==> config.mk <==
export PLATFORM = sky130hd
export DESIGN_NAME = uart_receiver
export DESIGN_NICKNAME = d
export VERILOG_FILES = /design/src/rtl/uart_receiver.sv
export SDC_FILE = /design/constraint.sdc
export NUM_CORES = 1
export LEC_CHECK = 0
export ABC_AREA = 0
export CORE_ASPECT_RATIO = 0.6
export CORE_UTILIZATION = 36
export CTS_CLUSTER_SIZE = 10
export DETAILED_ROUTE_END_ITERATION = 8
export GPL_ROUTABILITY_DRIVEN = 1
export GPL_TIMING_DRIVEN = 1
export SYNTH_ARGS = -nofsm -noshare
export SYNTH_HDL_FRONTEND = slang
export SYNTH_SLANG_ARGS = --single-unit
==> constraint.sdc <==
create_clock -name clock_i -period 2.25 [get_ports clock_i]
set_input_delay 0.45 -clock clock_i [delete_from_list [all_inputs] [get_ports clock_i]]
set_output_delay 0.45 -clock clock_i [all_outputs]
set_load 0.005 [all_outputs]
==> src/rtl/uart_receiver.sv <==
// 8N1 UART receiver: 2-flop synchroniser, start/data/stop FSM, and a one-entry
// valid/ready output register with frame-error and overrun pulses.
module uart_receiver #(
  parameter int CLOCKS_PER_BIT = 104,
  parameter int DATA_BITS      = 8
) (
  input  logic                 clock_i,
  input  logic                 reset_n_i,
  input  logic                 uart_rx_i,
  input  logic                 ready_i,
  output logic [DATA_BITS-1:0] data_o,
  output logic                 valid_o,
  output logic                 frame_error_o,
  output logic                 overrun_o,
  output logic                 busy_o
);

  localparam int CNT_W = (CLOCKS_PER_BIT > 1) ? $clog2(CLOCKS_PER_BIT) : 1;
  localparam int IDX_W = (DATA_BITS > 1) ? $clog2(DATA_BITS) : 1;
  localparam logic [CNT_W-1:0] CNT_HALF = CNT_W'(CLOCKS_PER_BIT / 2 - 1);
  localparam logic [CNT_W-1:0] CNT_FULL = CNT_W'(CLOCKS_PER_BIT - 1);
  localparam logic [IDX_W-1:0] IDX_LAST = IDX_W'(DATA_BITS - 1);

  typedef enum logic [2:0] {
    S_IDLE,
    S_START,
    S_DATA,
    S_STOP,
    S_WAIT_IDLE
  } state_t;

  state_t               state_q;
  logic [1:0]           sync_q;
  logic [CNT_W-1:0]     cnt_q;
  logic [IDX_W-1:0]     idx_q;
  logic [DATA_BITS-1:0] shift_q;
  logic [DATA_BITS-1:0] shift_d;
  logic [DATA_BITS-1:0] data_q;
  logic                 valid_q;
  logic                 ferr_q;
  logic                 ovr_q;
  logic                 rx_s;

  // Both flops reset to the idle-high line level so reset never looks like a start bit.
  always_ff @(posedge clock_i or negedge reset_n_i) begin
    if (!reset_n_i) begin
      sync_q <= 2'b11;
    end else begin
      sync_q <= {sync_q[0], uart_rx_i};
    end
  end

  assign rx_s    = sync_q[1];
  assign shift_d = {rx_s, shift_q[DATA_BITS-1:1]};

  always_ff @(posedge clock_i or negedge reset_n_i) begin
    if (!reset_n_i) begin
      state_q <= S_IDLE;
      cnt_q   <= '0;
      idx_q   <= '0;
      shift_q <= '0;
      data_q  <= '0;
      valid_q <= 1'b0;
      ferr_q  <= 1'b0;
      ovr_q   <= 1'b0;
    end else begin
      ferr_q <= 1'b0;
      ovr_q  <= 1'b0;
      cnt_q  <= cnt_q + 1'b1;
      if (valid_q && ready_i) begin
        valid_q <= 1'b0;
      end
      unique case (state_q)
        S_IDLE: begin
          cnt_q <= '0;
          if (!rx_s) begin
            state_q <= S_START;
          end
        end
        S_START: begin
          if (cnt_q == CNT_HALF) begin
            cnt_q   <= '0;
            idx_q   <= '0;
            state_q <= rx_s ? S_IDLE : S_DATA;
          end
        end
        S_DATA: begin
          if (cnt_q == CNT_FULL) begin
            cnt_q   <= '0;
            shift_q <= shift_d;
            if (idx_q == IDX_LAST) begin
              state_q <= S_STOP;
            end else begin
              idx_q <= idx_q + 1'b1;
            end
          end
        end
        S_STOP: begin
          if (cnt_q == CNT_FULL) begin
            cnt_q <= '0;
            if (rx_s) begin
              state_q <= S_IDLE;
              // A load on the accepting edge keeps valid high with the new byte.
              if (!valid_q || ready_i) begin
                data_q  <= shift_q;
                valid_q <= 1'b1;
              end else begin
                ovr_q <= 1'b1;
              end
            end else begin
              ferr_q  <= 1'b1;
              state_q <= S_WAIT_IDLE;
            end
          end
        end
        S_WAIT_IDLE: begin
          cnt_q <= '0;
          if (rx_s) begin
            state_q <= S_IDLE;
          end
        end
        default: state_q <= S_IDLE;
      endcase
    end
  end

  assign data_o        = data_q;
  assign valid_o       = valid_q;
  assign frame_error_o = ferr_q;
  assign overrun_o     = ovr_q;
  assign busy_o        = (state_q != S_IDLE);

endmodule

==> reports/results.tsv, run 1 <==
stage	metric	value	unit
placement	gp_congestion	0.782	
synthesis	synth_area	1520	µm²
power	p_per_area	594	nW/µm²
power	p_comb_share	1.7	%
die	fp-row-count	17	
placement	dpl.hpwl	1910	µm
power	swShare	20.4	%
global_route	grt_antenna_before_repair	0	
sta	finalHoldViolations	0	
sta	skew	0.00388	ns
synthesis	synth-seq-area-share	56.0	%
synthesis	synth-xor-area-share	2.88	%
final_layout	area_delta_synth_final	20.6	%
die	die_area	4500	µm²
synthesis	async_flop_share	100	%
sta	post-route-min-period	2.04	ns
critical_path	crit_path_end_kind	primary output	
synthesis	syn_area_per_cell	12.9	µm²
synthesis	synth_warnings	0	
cts	postCtsHoldBufs	0	
cts	cts_tree	done	
cts	clkSinkCount	34	
sta	final-setup-viol-count	0	
global_route	grt_first_pass_wirelength	4600	µm
sta	fmax	0.489	GHz
synthesis	synth-simple-area-share	15.7	%
sta	maxSlewHeadroom	68.7	%
power	total_power	1.09	mW
placement	pre_cts_ws	0.330	ns
synthesis	synth_compound_area_share	3.37	%
synthesis	synth.area.mux_share	17.2	%
cts	clkTransAtPathRegs	0.07	ns
global_route	grt_max_degree	35	
die	die_height	52.4	µm
sta	worst_slack	0.206	ns
worst_hold_path	min_path_type	reg -> reg	
global_route	track_usage	14.5	%
final_layout	diodes	0	
sta	finalMaxSlewViolations	0	
power	p_sw	223	µW
placement	dp.cells	189	
synthesis	synth_edf_count	0	
routing	num_vias	927	
final_layout	nets	146	
critical_path	worstPathArrival	1.59	ns
routing	firstDrtPassIters	4	
power	p_int	868	µW
job	drv_cap	0	
die	initial_utilization	39.6	%
power	power_frac_clock	41.7	%
synthesis	synth_fa_ha_area_share	2.47	%
critical_path	crit_type	reg -> out	
sta	finalSetupTns	0	ns
final_layout	final_cell_count_no_fill	197	
sta	period_share	90.9	%
global_route	overflow	0	
routing	drt_wl_total	2620	µm
die	coreArea	3850	µm²
die	ioPinCount	16	
synthesis	synth_top_family_by_area	multiplexers	
synthesis	synthCells	118	
sta	tightest_slew	0.470	ns
critical_path	max_stage_delay	0.50	ns
critical_path	cp_max_fo	12	
routing	dr.first_iter.drc_count	42	
global_route	grt_pass1_vias	906	
critical_path	worstSetupStartpointType	flop	
synthesis	synthFlopType	dfrtp_1	
routing	via_per_inst	4.71	
cts	cts_resized	0	
routing	wl_per_cell	13.3	µm
cts	cts_made_buffers	5	
critical_path	critPathSlowestCell	dfrtp_1	
routing	ant_nets	0	
synthesis	syn-num-nets	125	
placement	port-buffer-count	15	
routing	drc	0	
die	die_x	86.0	µm
power	seqPwrFrac	56.6	%
power	p_leak	0.871	nW
critical_path	cp_cell_sequence	or3_1 > clkdlybuf4s50_1	
cts	cts_root_buf	clkbuf_8	
status	status	complete, no violations	
sta	rsz0062_at_grt	no	
synthesis	synth-seq-cells	34	
cts	clockBufferDepth	2	
cts	post_cts_buffers	0	
synthesis	yosysUniqueCellTypes	34	
critical_path	worstPathRequired	1.80	ns
cts	worstSkewPairLatency	0.28	ns
power	ir_drop	309	µV
final_layout	drive_gt1_share	18.6	%
cts	htree_levels	2	
==> registers in the layout, summed over array words and instances, names as in the netlist <==
name	count
data_o	8
state_q	3
valid_o	1
overrun_o	1
idx_q	3
shift_q	8
frame_error_o	1
cnt_q	7
sync_q	2
==> power groups by stage <==
stage          Clock (mW)  Combinational (mW)  Sequential [mW]
3_5_place_dp            0              0.0194            0.629
2_1_floorplan           0            0.000934            0.628
5_1_grt             0.505              0.0217            0.617
3_3_place_gp            0              0.0191            0.628
4_1_cts             0.474              0.0195            0.617
6_report            0.455              0.0182            0.617
==> through the flow <==
stage,instance area [µm²],hold WS [ns],util [%]
2_1_floorplan,1520,0.154,-
3_3_place_gp,1750,0.346,45.3
3_5_place_dp,1750,0.354,45.3
4_1_cts,1840,0.372,47.7
5_1_grt,1840,0.371,47.7
6_report,1840,0.364,47.7
==> synth_stat cells (3+ instances only) <==
master    n  area, µm²
dfrtp_1  32        801
nor2_1   15       56.3
mux2_1    8       90.1
mux2_4    8        120
nand2_1   7       26.3
inv_1     4       15.0
mux2i_1   4       40.0
nand3_1   4       20.0
ha_1      3       37.5
xnor2_1   3       26.3
==> worst max-delay path, delay by kind of cell (launching register included) <==
family,cells,cell delay [ns]
buffers and inverters,1,0.45
flip-flops,1,0.50
AND/OR/NAND/NOR,1,0.36
==> final cells by class <==
type,count,area (µm²)
clock buffers,7,86.3
multi-input cells,76,633
flip-flops and latches,34,853
clock inverters,1,5.00
inverters,4,15.0
repair buffers,18,173
fillers,345,2010
well taps,57,71.3
==> logic make-up after synthesis <==
logic type,Yosys count
buffers and inverters,8
adders and majority gates,3
AOI/OAI and AO/OA,7
and+or+nand+nor,40
DFF,34
muxes,21
xor gates and xnor gates,5
==> path summary, 6_finish.rpt <==
| kind | from | endpoint | slack [ns] | cells past startpoint |
|---|---|---|---|---|
| setup / recovery | state_q[0] | busy_o | 0.21 | 2 |
| hold / removal | sync_q[0] | sync_q[1] | 0.36 | 0 |
| setup reg to reg | cnt_q[0] | data_o[2] | 0.34 | 5 |
| hold reg to reg | sync_q[0] | sync_q[1] | 0.36 | 0 |
| max in group asynchronous | reset_n_i | sync_q[1] | 1.35 | 2 |
| min in group asynchronous | reset_n_i | cnt_q[1] | 0.56 | 2 |
==> metal layers <==
metal	GRT usage, %	vias up	part of all wire, %
met1	20.2	462	53
met5	0	-	0
met3	6.14	4	4.4
met4	6.67	0	1.3
li1	-	449	-
met2	19.0	12	41
==> cells in the final DEF (no fill, tap or decap), types with 2 or more instances in the layout <==
cell	instances
a21oi_1	2
buf_4	3
clkbuf_8	6
clkdlybuf4s50_1	15
dfrtp_1	32
dfstp_2	2
ha_1	3
inv_1	4
mux2_1	8
mux2_4	8
mux2i_1	4
nand2_1	7
nand2b_1	2
nand3_1	4
nor2_1	15
nor3_1	2
xnor2_1	3
xor2_1	2
Note: power is estimated with default switching activity, not from simulation.
==> run 2, diff against run 1 <==
--- a/config.mk
+++ b/config.mk
@@ -7,6 +7,7 @@
 export LEC_CHECK = 0
 export ABC_AREA = 0
 export CORE_ASPECT_RATIO = 0.6
+export CORE_MARGIN = 2
 export CORE_UTILIZATION = 36
 export CTS_CLUSTER_SIZE = 10
 export DETAILED_ROUTE_END_ITERATION = 8
==> run 2 against run 1 <==
Net effect:
- sequential power about the same
- setup slack improved by 0.019 ns
- critical endpoint unchanged
- sequential share of layout area decreased by 0.25 points
- largest cell class unchanged
- first-iteration DRC count decreased by 4.8%
- critical path type unchanged
- wire length increased by 2.5%
- critical path depth unchanged
- hold slack got worse by 0.0029 ns
- design area increased by 0.54%
- final cell count increased by 2.0%
- clock power increased by 2%
- power increased by 0.65%
- flip-flop and latch count unchanged
==> reports/results.tsv, run 2 (synthesis results as in run 1) <==
stage	metric	value	unit	change
final_layout	final_cell_mix	dfrtp_1 (32), nor2_1 (15), clkdlybuf4s50_1 (15)		unchanged
cts	worstSkewPairLatency	0.29	ns	was 0.28 ns
sta	hold_ws	0.361	ns	was 0.364 ns
sta	maxSlewHeadroom	65.9	%	was 68.7%
cts	cts_resized	0		unchanged
sta	fmax	0.494	GHz	was 0.489 GHz
final_layout	final_area	1850	µm²	was 1840 µm²
final_layout	area_delta_synth_final	21.3	%	was 20.6%
critical_path	crit_type	reg -> out		unchanged
sta	tightest_slew	0.511	ns	was 0.470 ns
cts	clkSinkCount	34		unchanged
critical_path	max_stage_delay	0.45	ns	was 0.50 ns
routing	wl_per_cell	13.4	µm	was 13.3 µm
cts	cts_made_buffers	5		unchanged
routing	dr.first_iter.drc_count	40		was 42
global_route	overflow	0		unchanged
final_layout	layout_commonest_cell	dfrtp_1		unchanged
critical_path	crit_path_end_kind	primary output		unchanged
cts	cts_tree	done		unchanged
cts	clkTransAtPathRegs	0.07	ns	about the same
final_layout	num-fill-cells	384		was 345
final_layout	nets	147		was 146
routing	drc	0		unchanged
status	status	complete, no violations		unchanged
cts	post_cts_buffers	0		unchanged
cts	cts_root_buf	clkbuf_8		unchanged
sta	rsz0062_at_grt	no		unchanged
die	die_height	54.4	µm	was 52.4 µm
final_layout	diodes	0		unchanged
critical_path	critPathSlowestCell	clkdlybuf4s50_1		was dfrtp_1
power	ir_drop	241	µV	was 309 µV
routing	drt_wl_total	2690	µm	was 2620 µm
power	p_per_area	594	nW/µm²	about the same
final_layout	multi_input_area	633	µm²	unchanged
die	initial_utilization	37.4	%	was 39.6%
die	ioPinCount	16		unchanged
critical_path	worstPathRequired	1.80	ns	about the same
placement	place_area	1760	µm²	was 1750 µm²
sta	period_share	90.0	%	was 90.9%
global_route	grt_antenna_before_repair	0		unchanged
placement	dpl.hpwl	1930	µm	was 1910 µm
die	coreArea	4080	µm²	was 3850 µm²
final_layout	drive_gt1_share	18.4	%	was 18.6%
sta	final-setup-viol-count	0		unchanged
sta	post-route-min-period	2.03	ns	was 2.04 ns
die	die_x	88.0	µm	was 86.0 µm
global_route	track_usage	13.5	%	was 14.5%
cts	clockBufferDepth	2		unchanged
cts	postCtsHoldBufs	0		unchanged
global_route	grt_pass1_vias	942		was 906
placement	port-buffer-count	15		unchanged
cts	htree_levels	2		unchanged
critical_path	worstPathArrival	1.58	ns	was 1.59 ns
routing	num_vias	933		was 927
die	fp-row-count	18		was 17
die	die_area	4780	µm²	was 4500 µm²
sta	skew	0.00568	ns	was 0.00388 ns
routing	firstDrtPassIters	4		unchanged
placement	gp_congestion	0.749		was 0.782
sta	finalHoldViolations	0		unchanged
critical_path	worstSetupStartpointType	flop		unchanged
routing	ant_nets	0		unchanged
sta	finalSetupTns	0	ns	unchanged
sta	finalMaxSlewViolations	0		unchanged
power	p_leak	0.872	nW	was 0.871 nW
critical_path	cp_cell_sequence	or3_1 > clkdlybuf4s50_1		unchanged
worst_hold_path	min_path_type	reg -> reg		unchanged
global_route	grt_max_degree	35		unchanged
global_route	grt_first_pass_wirelength	4620	µm	was 4600 µm
critical_path	cp_max_fo	7		was 12
final_layout	seqCellArea	853	µm²	unchanged
job	drv_cap	0		unchanged
routing	via_per_inst	4.64		was 4.71
[run 2: changes by cell type in the layout (fill, tap and decap cells not counted), sizes merged]
cell    delta
clkbuf     +1
buf        +1
clkinv     -1
[run 2: critical path: cells and delay by family (launching register included)]
| family | cells | cell delay (ns) |
|---|---|---|
| flops | 1 | 0.44 |
| buf+inv | 1 | 0.45 |
| simple gates | 1 | 0.40 |
[run 2: final cells by class]
cell class	instances	area share, %
repair buffers	19	9.76
clock buffers	8	4.88
inverters	4	0.813
well taps	60	4.07
multi-input cells	76	34.3
flip-flops and latches	34	46.2
[run 2: final timing paths]
path,start,endpoint,slack [ns],cells after the start
max in group asynchronous,reset_n_i,sync_q[0],1.35,2
hold reg to reg,sync_q[0],sync_q[1],0.36,0
min in group asynchronous,reset_n_i,data_o[7],0.56,2
setup / recovery,state_q[2],busy_o,0.22,2
hold / removal,sync_q[0],sync_q[1],0.36,0
setup reg to reg,cnt_q[0],idx_q[0],0.32,6
[run 2: through the flow]
step / power [mW] / instances / util (%) / setup slack [ns]
after CTS: 1.11 / 201 / 45.3 / 0.208
after global routing: 1.15 / 201 / 45.3 / 0.162
after detailed placement: 0.648 / 193 / 43.1 / 0.315
after global placement: 0.647 / 193 / 43.1 / 0.401
after floorplan: 0.629 / 118 / - / 0.503
final: 1.10 / 201 / 45.3 / 0.225
[run 2: where the power goes]
group          internal (mW)  switching (mW)
Clock                  0.249           0.212
Combinational        0.00636          0.0119
Sequential             0.615         0.00260
[run 2: metal layers]
| layer | vias up | wire (µm) | share of wire (%) | track usage [%] |
|---|---|---|---|---|
| li1 | 448 | - | - | - |
| met5 | - | 0 | 0 | 0 |
| met2 | 19 | 1110 | 41 | 18.9 |
| met1 | 459 | 1400 | 52 | 18.2 |
| met4 | 0 | 59 | 2.2 | 6.92 |
| met3 | 7 | 121 | 4.5 | 5.13 |
